## src/rtl/truth_table_sequencer.sv

```systemverilog
// Purpose: sweeps every input vector of a WIDTH-input combinational block and
//          records its output as a 2^WIDTH-bit truth table.
// Latency: start -> done is 2^WIDTH * SETTLE cycles; abort takes effect in one edge.
// Backpressure: none; start is accepted only in IDLE, and results publish with a one-cycle done pulse.
//
// Ports:
//   i_clk, i_rst_n   clock and asynchronous active-low reset
//   i_start          single-cycle sweep request (ignored while busy)
//   i_abort          cancels a running sweep; beats start when both are high in IDLE
//   o_dut_a          vector driven to the block under test (0 when idle)
//   i_dut_out        output of the block under test
//   o_busy           sweep in progress
//   o_done           one-cycle pulse when the results below update
//   o_table_out      committed truth table, bit i = output for vector i
//   o_ones_count     population count of o_table_out
//   o_is_const0/1    o_table_out is all zeros / all ones
module truth_table_sequencer #(
    parameter int WIDTH  = 4,
    parameter int SETTLE = 1
) (
    input  logic                  i_clk,
    input  logic                  i_rst_n,
    input  logic                  i_start,
    input  logic                  i_abort,
    output logic [WIDTH-1:0]      o_dut_a,
    input  logic                  i_dut_out,
    output logic                  o_busy,
    output logic                  o_done,
    output logic [(1<<WIDTH)-1:0] o_table_out,
    output logic [WIDTH:0]        o_ones_count,
    output logic                  o_is_const0,
    output logic                  o_is_const1
);
    localparam int N = 1 << WIDTH;

    localparam logic [0:0] S_IDLE = 1'b0;
    localparam logic [0:0] S_RUN  = 1'b1;

    localparam logic [3:0]       LAST_CNT = SETTLE[3:0] - 4'd1;
    localparam logic [WIDTH-1:0] LAST_IDX = {WIDTH{1'b1}};

    logic [0:0]       r_state;
    logic [WIDTH-1:0] r_idx;
    logic [3:0]       r_cnt;
    logic [N-1:0]     r_shadow;
    logic [N-1:0]     r_table;
    logic [WIDTH:0]   r_ones;
    logic             r_const0;
    logic             r_const1;
    logic             r_done;

    logic [N-1:0]     w_final;
    logic [WIDTH:0]   w_ones;

    // The last vector is sampled on the commit edge itself, so its bit is
    // merged here rather than read back from the shadow a cycle later.
    always_comb begin
        w_final        = r_shadow;
        w_final[N-1]   = i_dut_out;
        w_ones         = '0;
        for (int i = 0; i < N; i++) begin
            w_ones = w_ones + {{WIDTH{1'b0}}, w_final[i]};
        end
    end

    always_ff @(posedge i_clk or negedge i_rst_n) begin
        if (!i_rst_n) begin
            r_state  <= S_IDLE;
            r_idx    <= '0;
            r_cnt    <= '0;
            r_shadow <= '0;
            r_table  <= '0;
            r_ones   <= '0;
            r_const0 <= 1'b0;
            r_const1 <= 1'b0;
            r_done   <= 1'b0;
        end else begin
            r_done <= 1'b0;
            case (r_state)
                S_IDLE: begin
                    if (i_start && !i_abort) begin
                        r_state  <= S_RUN;
                        r_idx    <= '0;
                        r_cnt    <= '0;
                        r_shadow <= '0;
                    end
                end
                default: begin
                    if (i_abort) begin
                        r_state <= S_IDLE;
                        r_idx   <= '0;
                        r_cnt   <= '0;
                    end else if (r_cnt != LAST_CNT) begin
                        r_cnt <= r_cnt + 4'd1;
                    end else begin
                        r_shadow[r_idx] <= i_dut_out;
                        r_cnt           <= '0;
                        // Final vector found by compare so idx never wraps in RUN.
                        if (r_idx != LAST_IDX) begin
                            r_idx <= r_idx + 1'b1;
                        end else begin
                            r_table  <= w_final;
                            r_ones   <= w_ones;
                            r_const0 <= (w_final == '0);
                            r_const1 <= &w_final;
                            r_done   <= 1'b1;
                            r_state  <= S_IDLE;
                            r_idx    <= '0;
                        end
                    end
                end
            endcase
        end
    end

    assign o_busy       = (r_state == S_RUN);
    assign o_dut_a      = (r_state == S_RUN) ? r_idx : '0;
    assign o_done       = r_done;
    assign o_table_out  = r_table;
    assign o_ones_count = r_ones;
    assign o_is_const0  = r_const0;
    assign o_is_const1  = r_const1;

endmodule

```

## config.mk

```make
export PLATFORM = sky130hd
export DESIGN_NAME = truth_table_sequencer
export DESIGN_NICKNAME = d
export VERILOG_FILES = /design/src/rtl/truth_table_sequencer.sv
export SDC_FILE = /design/constraint.sdc
export NUM_CORES = 1
export LEC_CHECK = 0
export ABC_CLOCK_PERIOD_IN_PS = 7600
export BUFFER_PORTS_ARGS = -buffer_cell sky130_fd_sc_hd__buf_2
export CORE_ASPECT_RATIO = 0.7
export CORE_MARGIN = 2
export CORE_UTILIZATION = 40
export CTS_BUF_LIST = sky130_fd_sc_hd__clkbuf_2
export CTS_CLUSTER_DIAMETER = 40
export DETAILED_ROUTE_END_ITERATION = 10
export PLACE_DENSITY_LB_ADDON = 0.12
export SLEW_MARGIN = 20
export SYNTH_ARGS = -nofsm -noshare
export SYNTH_HDL_FRONTEND = slang
export SYNTH_SLANG_ARGS = --single-unit
export TNS_END_PERCENT = 10
```

## constraint.sdc

```tcl
create_clock -name i_clk -period 7.6 [get_ports i_clk]
set_clock_uncertainty 0.1 [all_clocks]
set_input_delay 0.76 -clock i_clk [delete_from_list [all_inputs] [get_ports i_clk]]
set_output_delay 0.76 -clock i_clk [all_outputs]
set_load 0.02 [all_outputs]
```

; Word level (Yosys, flattened, before mapping)
; Cells that the tools add are included.
[op_classes]
order_cmp = 2
n_bitwise = 3
eq_ne = 4
n_mux = 25
addsub = 17
reduce_logical = 10
[op_table]
columns = op, n
row1 = $mux W16, 4
row2 = $add A5 B1 Y5, 11
row3 = $mux W4, 9
row4 = $bwmux W16, 1
row5 = $logic_not A16 Y1, 1
row6 = $reduce_and A16 Y1, 1
row7 = $mux W1, 10
row8 = $add A4 B1 Y4 const B, 2
row9 = $add A4 B1 Y5, 1
row10 = $lt A4 B5 Y1 const B, 1
row11 = $add A3 B1 Y4, 1
row12 = $demux W1 S4, 1
row13 = $ge A4 B1 Y1 const B, 1
row14 = $ne A2 B2 Y1 const B, 2
row15 = $ne A4 B4 Y1 const B, 1
row16 = $reduce_and A4 Y1, 1
row17 = $reduce_bool A4 Y1, 1
row18 = $add A2 B1 Y3, 1
row19 = $ne A3 B3 Y1 const B, 1
row20 = $not A1 Y1, 3
row21 = $reduce_and A3 Y1, 1
row22 = $add A1 B1 Y2, 1
row23 = $logic_and A1 B1 Y1, 2
row24 = $reduce_and A2 Y1, 1
row25 = other kinds (2), 2
[word_totals]
output_inout_bits = 29
register_bits = 49
input_bits = 5
word_cells = 70

; Depth between registers and ports, before layout
[depth]
depth_word = 15
depth_mapped = 13
mapped_depth_nobuf = 13

; Least setup slack after synthesis
; Ideal clock, no wire load.
[synth_path]
kind = in2reg
from = input port i_dut_out
to = register r_ones[4], in the netlist o_ones_count[4]
arrival_ns = 3.643
setup_time_ns = 0.117
n_path_buf = 0
t_required_ns = 7.383
cell_stages = 11
setup_slack_ns = 3.740
cell_sequence = inv_1 -> fa_1 -> fa_1 -> fa_1 -> fa_1 -> inv_1 -> ha_1 -> fa_1 -> a21o_1 -> nand3_1 -> nand2_1
[synth_via]
elab_chain_len = 1
[synth_rtl]
columns = item, line
row1 = from (decl), 26  ; input logic i_dut_out,
row2 = $add A5 B1 Y5, 62  ; w_ones = w_ones + {{WIDTH{1'b0}}, w_final[i]};
row3 = to (signal assigned), 103  ; r_ones <= w_ones;
row4 = to (decl), 47  ; logic [WIDTH:0] r_ones;
; No other way between the ends.
; A chain may end at the register's enable or synchronous reset.

; Worst setup path after layout
[layout_path]
from = register r_shadow[0]
to = register r_ones[4], in the netlist o_ones_count[4]
[layout_via]
elab_chain_len = 15
[layout_rtl]
columns = item, line
row1 = from (decl), 45  ; logic [N-1:0] r_shadow;
row2 = "from (signal, indexed assignment)", 96  ; r_shadow[r_idx] <= i_dut_out;
row3 = $add A1 B1 Y2, 62
row4 = $add A2 B1 Y3, 62
row5 = $add A3 B1 Y4, 62
row6 = $add A4 B1 Y5, 62
row7 = $add A5 B1 Y5 (11 in series), 62
; No other way between the ends.

==> run_results.csv <==
group,metric,value,unit
sta,worst_pin_slew,756,ps
drt,post_drt_wl_per_cell,16.2,um
power_and_ir_drop,power.share.combinational,0.121,
cts,postCtsSetupBuffers,0,
setup_path,crit_required,7850,ps
cts,cts_resized,0,
power_and_ir_drop,p_total,0.502,mW
cells_and_area,finalNonFillerCells,385,
global_routing,grt_overflow,0,
cts,cts.path.max_buffers,2,
yosys,synth_xor_area_frac,0.00665,
cts,cts_tree,"yes",
yosys,yosysWarnings,0,
yosys,synth_top_family_by_area,"simple AND/OR/NAND/NOR gates",
sta,rsz0062_at_grt,"no",
floorplan,dieHeight,71.9,um
drt,drc_errors,0,
setup_path,cpMostUsedCell,"fa_1",
power_and_ir_drop,p_per_area,171,nW/um^2
hold_path,hold_path_class,"input pin to async pin",
global_routing,antenna_found_initial,0,
cells_and_area,num-fill-cells,650,
yosys,avgSynthCellArea,9.50,sq um
cts,clock_insertion_delay_worst_skew,440,ps
cells_and_area,multi_input_area,1280,sq um
yosys,ys_types,40,
placement,place_inst,378,
placement,pre_cts_slack,3390,ps
power_and_ir_drop,pwr-share-clk,0.344,
cts,cts_sinks,48,
setup_path,slowest_stage,"fa_1",
cells_and_area,register_area,1200,sq um
setup_path,worstReg2RegEnd,"o_ones_count[4]",
setup_path,cp_max_fo,3,
sta,period_needed,3760,ps
setup_path,reg2reg_from,"r_shadow[0]",
sta,clock.fmax,266,MHz
drt,wirelength,6220,um
yosys,syn_nets,304,
yosys,synthesis.area,2630,sq um
cts,root_buffer,"clkbuf_2",
setup_path,critPathKind,"flip-flop to flip-flop",
cells_and_area,nets,334,
yosys,synthMuxAreaShare,0.00428,
outcome,outcome,"finished, final reports clean",
power_and_ir_drop,swShare,0.268,
drt,drt-initial-drc-count,244,
cells_and_area,antenna_cells,0,
cts,h-tree-depth,2,
placement,gp_congestion,0.940,
sta,hold_violations,0,
sta,fin_ws,3840,ps
floorplan,fp-row-count,24,
global_routing,grt_pass1_wl,10100,um
setup_path,path_cells,"inv_1, fa_1, fa_1, fa_1, fa_1, inv_1, ha_1, fa_1, a21o_1, nand3_1, nand2_1",
global_routing,grt_use_total,0.188,
floorplan,coreArea,6310,sq um
setup_path,cp.buffers_inverters,2,
cts,cts_buffers,5,
setup_path,end_kind,"flip-flop",
power_and_ir_drop,peakVddDrop,0.0657,mV
cells_and_area,layout_common_cells,"nand2_1, dfrtp_1, buf_2",
yosys,synth_adder_area_share,0.133,
yosys,synth_simple_gate_area_frac,0.190,
floorplan,design.die.area,7260,sq um
power_and_ir_drop,switchingPower,0.135,mW
setup_path,crit_path_max_incr_delay,550,ps
drt,dr_total_vias,1963,
global_routing,grt_max_degree,49,
drt,viasPerCell,5.10,
sta,period_share,0.494,
placement,hpwlAfterDp,4540,um
run,drv_cap,0,
sta,relSlewSlack,0.496,
setup_path,r2r_cells,11,
floorplan,initial_core_util,0.417,
cells_and_area,syn_to_final_growth,11.5,%
sta,finalMaxSlewViolations,0,
floorplan,num_io_pins,34,
drt,detail-route-antenna-nets,0,
cells_and_area,final_common_cell,"nand2_1",
cts,postCtsHoldBufs,0,
sta,finalSetupViolCount,0,
sta,setup_tns,0,ps
yosys,seq_area_frac_synth,0.456,
global_routing,grt_pass1_vias,1898,
yosys,syn_inst,277,
power_and_ir_drop,internal-power,0.367,mW
cells_and_area,drive_above_1_share,0.173,
setup_path,startpoint,"r_shadow[0]",
power_and_ir_drop,p_seq_frac,0.535,
setup_path,critPathLaunchType,"flip-flop",
floorplan,die_w,101,um
drt,dr.pass1.iters,4,
sta,worst_hold_slack,259,ps
setup_path,cp.arrival,4010,ps
setup_path,r2r_slack,3840,ps
placement,port_buffers,33,
yosys,synth_compound_area_frac,0.151,
cts,path_clk_slew,250,ps
power_and_ir_drop,leakagePower,1.46,nW
yosys,synth-seq-cells,48,
setup_path,critPathTopFamily,"adder cells",
==> cells in the mapped netlist (all sizes together) <==
master,n,area share
nand2,54,0.077
dfrtp,48,0.46
o21ai,34,0.065
inv,26,0.037
a21oi,17,0.034
ha,12,0.057
o22ai,11,0.026
fa,10,0.076
nand3,9,0.027
buf,6,0.012
and2,5,0.012
clkbuf,5,0.0081
nand4,5,0.012
nor2,5,0.013
nor4,5,0.012
a21boi,4,0.011
nand2b,3,0.0081
a21o,2,0.0057
nor2b,2,0.0048
nor3b,2,0.010
a22o,1,0.0033
a311oi,1,0.0033
a31oi,1,0.0024
and2b,1,0.0029
and3,1,0.0024
clkinv,1,0.0014
mux2,1,0.0043
or2,1,0.0024
or3b,1,0.0043
or4,1,0.0029
xnor2,1,0.0033
xor2,1,0.0033
==> through the flow <==
step                utilization  area, sq um
floorplan                     -         2630
global placement          0.452         2850
detailed placement        0.452         2850
CTS                       0.465         2930
global route              0.465         2930
finish                    0.465         2930
==> logic make-up after synthesis <==
kind of cell,count (synthesis)
simple gates,95
compound gates,71
flops,48
buf+inv,38
fa+ha+maj,22
xor+xnor,2
mux,1
==> power groups by stage <==
stage / clock, mW / combinational [mW] / sequential (mW)
after floorplan: 0 / 0.0428 / 0.269
after global placement: 0 / 0.0610 / 0.272
after detailed placement: 0 / 0.0606 / 0.273
after CTS: 0.179 / 0.0604 / 0.268
after global routing: 0.187 / 0.0696 / 0.270
final: 0.173 / 0.0606 / 0.269
==> cell type report <==
class                   instances  share of cell area
multi-input cells             191               0.435
flip-flops and latches         48               0.409
repair buffers                 34              0.0588
inverters                      27              0.0345
well taps                      78              0.0333
clock inverters                 2              0.0205
clock buffers                   5             0.00853
==> state kept, by name (all words and copies together) (netlist names) <==
register      flops
o_busy            1
o_is_const1       1
o_ones_count      5
r_idx             4
o_table_out      16
o_is_const0       1
r_cnt             4
o_done            1
r_shadow         15
==> how the worst max path moves through the flow <==
| stage | endpoint | slack [ps] | cells past startpoint |
|---|---|---|---|
| finish | o_ones_count[4] | 3840 | 11 |
| global route | o_ones_count[3] | 3650 | 11 |
| CTS | o_ones_count[4] | 3840 | 11 |
| detailed placement | o_ones_count[4] | 3390 | 12 |
| global placement | o_ones_count[4] | 3430 | 12 |
| floorplan | o_ones_count[4] | 3740 | 11 |
==> layer usage <==
metal  track usage  vias to the layer above  share of wire
met5             0                        -              0
met4        0.0495                        0         0.0096
met3        0.0624                        7          0.097
met2         0.236                       80           0.38
met1         0.303                      889           0.52
li1              -                      987              -
Power figures use the tool's default switching activity.
